## src/rtl/mem_port_arbiter.sv

```systemverilog
// Shared single-port memory arbiter between instruction fetch (IF) and the MEM stage.
// MEM has priority; IF is force-granted once it has lost starve_limit arbitrations in a row.
//
// state  | meaning
// IDLE   | no read in flight
// RD_IF  | fetch read issued last cycle, ram_rdata belongs to IF
// RD_MEM | load issued last cycle, ram_rdata belongs to MEM
module mem_port_arbiter #(
  parameter int data_bits           = 32,
  parameter int memory_address_bits = 10,
  parameter int starve_limit        = 4
) (
  input  logic                           clk,
  input  logic                           reset,
  input  logic                           if_req,
  input  logic [memory_address_bits-1:0] if_addr,
  output logic                           if_stall,
  output logic                           if_valid,
  output logic [data_bits-1:0]           if_rdata,
  input  logic                           mem_req,
  input  logic                           mem_we,
  input  logic [memory_address_bits-1:0] mem_addr,
  input  logic [data_bits-1:0]           mem_wdata,
  output logic                           mem_stall,
  output logic                           mem_valid,
  output logic [data_bits-1:0]           mem_rdata,
  output logic                           ram_en,
  output logic                           ram_we,
  output logic [memory_address_bits-1:0] ram_addr,
  output logic [data_bits-1:0]           ram_wdata,
  input  logic [data_bits-1:0]           ram_rdata,
  output logic [15:0]                    conflict_count
);

  localparam int starve_bits = (starve_limit < 1) ? 1 : $clog2(starve_limit + 1);
  localparam logic [starve_bits-1:0] starve_max = starve_bits'(starve_limit);
  localparam logic [starve_bits-1:0] starve_one = starve_bits'(1);

  typedef enum logic [1:0] {
    IDLE   = 2'd0,
    RD_IF  = 2'd1,
    RD_MEM = 2'd2
  } state_t;

  state_t                  state, state_next;
  logic [starve_bits-1:0]  starve_cnt, starve_next;
  logic                    grant_if, grant_mem;
  logic [data_bits-1:0]    if_rdata_q, mem_rdata_q;

  always_ff @(posedge clk or posedge reset) begin
    if (reset) begin
      state          <= IDLE;
      starve_cnt     <= '0;
      conflict_count <= '0;
      if_rdata_q     <= '0;
      mem_rdata_q    <= '0;
    end else begin
      state      <= state_next;
      starve_cnt <= starve_next;
      if (if_req && mem_req && conflict_count != 16'hFFFF)
        conflict_count <= conflict_count + 16'd1;
      if (state == RD_IF)
        if_rdata_q <= ram_rdata;
      if (state == RD_MEM)
        mem_rdata_q <= ram_rdata;
    end
  end

  // Grant is purely combinational; reset masks every request so nothing reaches the RAM.
  always_comb begin
    grant_if    = 1'b0;
    grant_mem   = 1'b0;
    state_next  = IDLE;
    starve_next = '0;
    ram_en      = 1'b0;
    ram_we      = 1'b0;
    ram_addr    = '0;
    ram_wdata   = '0;

    if (!reset) begin
      if (if_req && mem_req) begin
        if (starve_cnt == starve_max) grant_if  = 1'b1;
        else                          grant_mem = 1'b1;
      end else if (mem_req) begin
        grant_mem = 1'b1;
      end else if (if_req) begin
        grant_if = 1'b1;
      end
    end

    if (grant_if) begin
      ram_en     = 1'b1;
      ram_addr   = if_addr;
      state_next = RD_IF;
    end else if (grant_mem) begin
      ram_en    = 1'b1;
      ram_we    = mem_we;
      ram_addr  = mem_addr;
      ram_wdata = mem_wdata;
      if (!mem_we) state_next = RD_MEM;
    end

    if (if_req && grant_mem)
      starve_next = (starve_cnt == starve_max) ? starve_cnt : starve_cnt + starve_one;

    if_stall  = if_req  && !grant_if  && !reset;
    mem_stall = mem_req && !grant_mem && !reset;
  end

  assign if_valid  = (state == RD_IF);
  assign mem_valid = (state == RD_MEM);
  assign if_rdata  = if_valid  ? ram_rdata : if_rdata_q;
  assign mem_rdata = mem_valid ? ram_rdata : mem_rdata_q;

endmodule
```

## config.mk

```make
export PLATFORM = sky130hd
export DESIGN_NAME = mem_port_arbiter
export DESIGN_NICKNAME = d
export VERILOG_FILES = /design/src/rtl/mem_port_arbiter.sv
export SDC_FILE = /design/constraint.sdc
export NUM_CORES = 1
export LEC_CHECK = 0
export ABC_CLOCK_PERIOD_IN_PS = 3400
export BUFFER_PORTS_ARGS = -buffer_cell sky130_fd_sc_hd__clkbuf_2
export CAP_MARGIN = 20
export CORE_MARGIN = 1
export CORE_UTILIZATION = 40
export CTS_BUF_LIST = sky130_fd_sc_hd__clkbuf_16
export DETAILED_ROUTE_END_ITERATION = 10
export PLACE_DENSITY = 0.8
export SYNTH_ARGS = -nofsm -noshare
export SYNTH_HDL_FRONTEND = slang
export SYNTH_SLANG_ARGS = --single-unit
```

## constraint.sdc

```tcl
create_clock -name clk -period 3.4 [get_ports clk]
set_clock_uncertainty 0.05 [all_clocks]
set_input_delay 0.34 -clock clk [delete_from_list [all_inputs] [get_ports clk]]
set_output_delay 0.34 -clock clk [all_outputs]
set_load 0.01 [all_outputs]
```

Word-level counts from Yosys, hierarchy flattened
Index checks and enable logic that the tools add are counted.
- output and inout port bits: 128
- word-level logic and storage cells: 46
- input port bits: 89
- register bits after elaboration: 85
- equality and inequality tests: 5
- $add $sub $neg: 2
- mux-type cells: 24
- reduce and logical (&&, ||, !) cells: 10
- operator list (kind ; number):
    $mux 32 ; 4
    $mux 10 ; 2
    $add 16x1->16 const B ; 1
    $ne 16x16->1 const B ; 1
    $mux 1 ; 13
    $logic_and 1x1->1 ; 7
    $mux 2 ; 3
    $mux 3 ; 2
    $add 3x1->3 const B ; 1
    $eq 3x3->1 const B ; 1
    $logic_not 1->1 ; 3
    $eq 2x1->1 const B ; 1
    $eq 2x2->1 const B ; 1
    $ne 2x2->1 const B ; 1

Depth between registers and ports, before layout
- depth in word-level cells: 7
- mapped depth: 7
- gate-level depth less buffers: 5

Least setup slack after synthesis
OpenSTA, ideal clock, no wires.
- path kind: input-to-output
- from: in reset
- to: out ram_addr[3]
- stages: 5
- path buffers: 2
- slack: -0.161 ns
- arrival time: 3.171 ns
- data required time: 3.010 ns
- cell sequence: inv_1 > and3_1 > clkbuf_1 > clkbuf_1 > a22o_1
- cells in the longest elaborated chain, start to end: 3
- ends and longest elaborated chain (item ; RTL line ; RTL):
    start: declaration ; 14 ; input logic reset,
    $mux 1 ; 80 ; if (!reset) begin
    $mux 10 ; 95 ; end else if (grant_mem) begin
    $mux 10 * ; 91 ; if (grant_if) begin
    end: declaration ; 29 ; output logic [memory_address_bits-1:0] ram_addr,
Every way passes the cells marked *; elsewhere a longest branch is shown, timed or not.

Final worst setup path
- from: reg starve_cnt[0]
- to: out ram_addr[6]
- cells in the longest elaborated chain, start to end: 6
- ends and longest elaborated chain (item ; RTL line ; RTL):
    start: declaration ; 46 ; logic [starve_bits-1:0] starve_cnt, starve_next;
    start signal: assignment ; 59 ; starve_cnt <= starve_next;
    $eq 3x3->1 * ; 82 ; if (starve_cnt == starve_max) grant_if = 1'b1;
    $mux 1 ; 82 ;
    $mux 1 ; 81 ; if (if_req && mem_req) begin
    $mux 1 ; 80 ;
    $mux 10 ; 95 ;
    $mux 10 * ; 91 ;
Marks and branches as above.

==> qor.csv <==
stage,metric,value,unit
yosys,netlist.top_cell.by_area,dfrtp_1,
pwr,leakage,2.754,nW
pwr,switching_share,27.02,%
yosys,synthCells,286,
sta,finalCriticalPeriod,2655,ps
cells_and_area,final_cell_count_no_fill,614,
yosys,ys_seq_area_share,56.97,%
global_route,grt_max_degree,46,
outcome,status,finished clean,
clock_network,cts_resized,0,
yosys,netlist_top_cells_area,"dfrtp_1 (57%), mux2_2 (19%), and2_1 (5.5%)",
run,max_cap_viol_count,0,
global_route,grt_busiest_layer,met2,
worst_setup_path,critPathSlowestCell,a21oi_1,
sta,finalSetupTns,0,ps
detailed_routing,wl_per_cell,14.65,um
global_route,grt_util_met1,21.13,%
place,portBuffers,216,
yosys,synthSimpleGateAreaFrac,13.34,%
global_route,grt_overflow,0,
worst_setup_path,path_cells,"inv_1, ha_1, nand2_1, a21oi_1, a22o_1, clkbuf_2",
yosys,avgSynthCellArea,13.05,um^2
yosys,synthXorXnorAreaFrac,3.050,%
cells_and_area,n_fill_cell,747,
die,io-pin-count,217,
clock_network,cts_hold_buf,0,
sta,setup_viol,0,
clock_network,cts_root_buffer,clkbuf_16,
clock_network,cts_setup_buffers,0,
sta,rsz0062_at_grt,false,
yosys,synth-seq-cells,85,
pwr,power_density,590.6,nW/um^2
die,die_height,98.61,um
global_route,grt_antenna_before_repair,0,
yosys,synth-adder-area-share,1.005,%
cells_and_area,design_area,5270,um^2
detailed_routing,drt_iter0_drc,40,
yosys,ys_warn_count,0,
place,hpwl,7.034,mm
cells_and_area,drive_above_1_share,60.47,%
cells_and_area,nets,594,
sta,hold_viol,0,
clock_network,numCtsBuffers,9,
cells_and_area,diodes,0,
worst_setup_path,path_class,flop to output pin,
pwr,intPower,2.271,mW
worst_setup_path,crit_buf_inv,2,
yosys,synth-edff-count,0,
worst_setup_path,cp_max_fo,11,
yosys,synth_compound_area_share,3.686,%
clock_network,cts_tree,built,
yosys,synth_most_common_cell,dfrtp_1,
yosys,yosysTopAreaCellShare,56.97,%
place,gp_congestion,0.9203,
die,fp-row-count,34,
detailed_routing,drt-total-wl,8.996,mm
yosys,synth_common_cells,"dfrtp_1 (85), mux2_2 (64), and2_1 (33)",
yosys,synth_flop_cell,dfrtp_1,
detailed_routing,via_per_inst,4.884,
worst_setup_path,arrival,2260,ps
detailed_routing,ant_nets,0,
die,die_area,9724,um^2
pwr,p_sw,0.8412,mW
die,coreArea,8891,um^2
clock_network,clk_latency,330,ps
yosys,synthArstFlopShare,100.0,%
pwr,power,3.113,mW
worst_setup_path,crit_path_start_kind,flop,
detailed_routing,dr.pass1.iters,4,
detailed_routing,dr_total_vias,2999,
sta,fin_crit_sh,78.09,%
yosys,muxShareOfSynthArea,19.71,%
place,dpl.cell_count,599,
cells_and_area,areaGrowthSynthToFinish,41.15,%
yosys,synth_cell_types,34,
clock_network,cts_buffer_depth,2,
sta,worst_pin_slew,982.8,ps
sta,drv_slew,0,
worst_setup_path,path_delay_family,compound AO/OA/AOI/OAI gates,
clock_network,htree_levels,3,
yosys,synth_top_family_by_area,multiplexers,
place,postPlaceCellArea,4933,um^2
global_route,grt_util_all_layers,18.33,%
detailed_routing,drc,0,
die,die_w,98.61,um
min_path,min_path_type,primary input to async pin,
pwr,clkPwrFrac,35.1,%
worst_setup_path,max_stage_delay,800,ps
pwr,peakVddDrop,0.2710,mV
worst_setup_path,cp.required,3010,ps
clock_network,clkSinkCount,85,
global_route,met2_usage,33.37,%
pwr,seqPwrFrac,41.4,%
yosys,netlist_area,3734,um^2
sta,max-slew-margin-rel,34.48,%
die,start_util,41.99,%
worst_setup_path,endpoint_kind,output pin,
sta,fmaxAchievable,0.3767,GHz
sta,whs,152.2,ps
clock_network,clk_pin_slew,60,ps
global_route,grt_use_met3,3.050,%
pwr,p_comb_share,23.5,%
yosys,synth_fp_nets,378,
global_route,grt_pass1_vias,2991,
global_route,grt_pass1_wl,14.12,mm
==> layout by cell type, fill, tap and decap left out, drive strengths merged, types with 4 or more instances in the layout <==
master,count
a22o,10
and2,33
buf,4
clkbuf,225
dfrtp,85
inv,7
mux2,65
nand2,10
nand3,5
nand4,4
nor2,7
nor3,6
nor4,7
xor2,10
==> power by group through the flow <==
stage	sequential, mW	combinational [mW]	clock, mW
2_1_floorplan	1.30	0.407	0
5_1_grt	1.31	0.794	1.16
4_1_cts	1.29	0.744	1.12
3_3_place_gp	1.30	0.724	0
6_report	1.29	0.730	1.09
3_5_place_dp	1.31	0.741	0
==> through the flow <==
step	util, %	setup slack [ps]
detailed placement	55.49	1074
global route	59.27	598.2
finish	59.27	745.1
global placement	55.49	1099
floorplan	-	418.1
CTS	59.27	731.7
==> logic make-up after synthesis <==
family / after synthesis
buffers and inverters: 22
flip-flops: 85
AO/OA/AOI/OAI: 17
XOR/XNOR: 13
AND/OR/NAND/NOR: 81
multiplexers: 65
adder cells (fa/ha/maj): 3
==> metal layers <==
layer,up-vias,routed length [um]
li1,1419,-
met1,1431,3587
met3,16,485
met2,133,4749
met4,0,173
met5,-,0
==> path summary, 6_finish.rpt <==
kind	startpoint	to	slack [ps]	cells after the start
max	starve_cnt[0]	ram_addr[6]	750	6
min	reset	conflict_count[10]	150	3
max reg2reg	conflict_count[12]	conflict_count[1]	1480	4
min reg2reg	starve_cnt[0]	starve_cnt[0]	410	1
max in group asynchronous	reset	starve_cnt[0]	2160	4
min in group clk	mem_we	state[1]	150	2
==> cell type report <==
cell class	instances	area [um^2]	area share [%]
Timing Repair Buffer	220	1111	21.08
Clock buffer	9	225.2	4.274
Multi-Input combinational cell	179	1530	29.04
Clock inverter	6	111.4	2.113
Inverter	7	30.03	0.5698
Sequential cell	85	2127	40.36
Tap cell	108	135.1	2.564
==> registers in the layout, indices dropped and copies added (netlist names) <==
register,count
state,2
mem_rdata_q,32
conflict_count,16
starve_cnt,3
if_rdata_q,32
==> worst reg2reg max path: cells and delay by family, from the launching register on <==
kind             cells  cell delay [ps]
flip-flops           1              440
multiplexers         1              310
AND/OR/NAND/NOR      3              990
No activity file was read; power rests on OpenSTA's default activity.
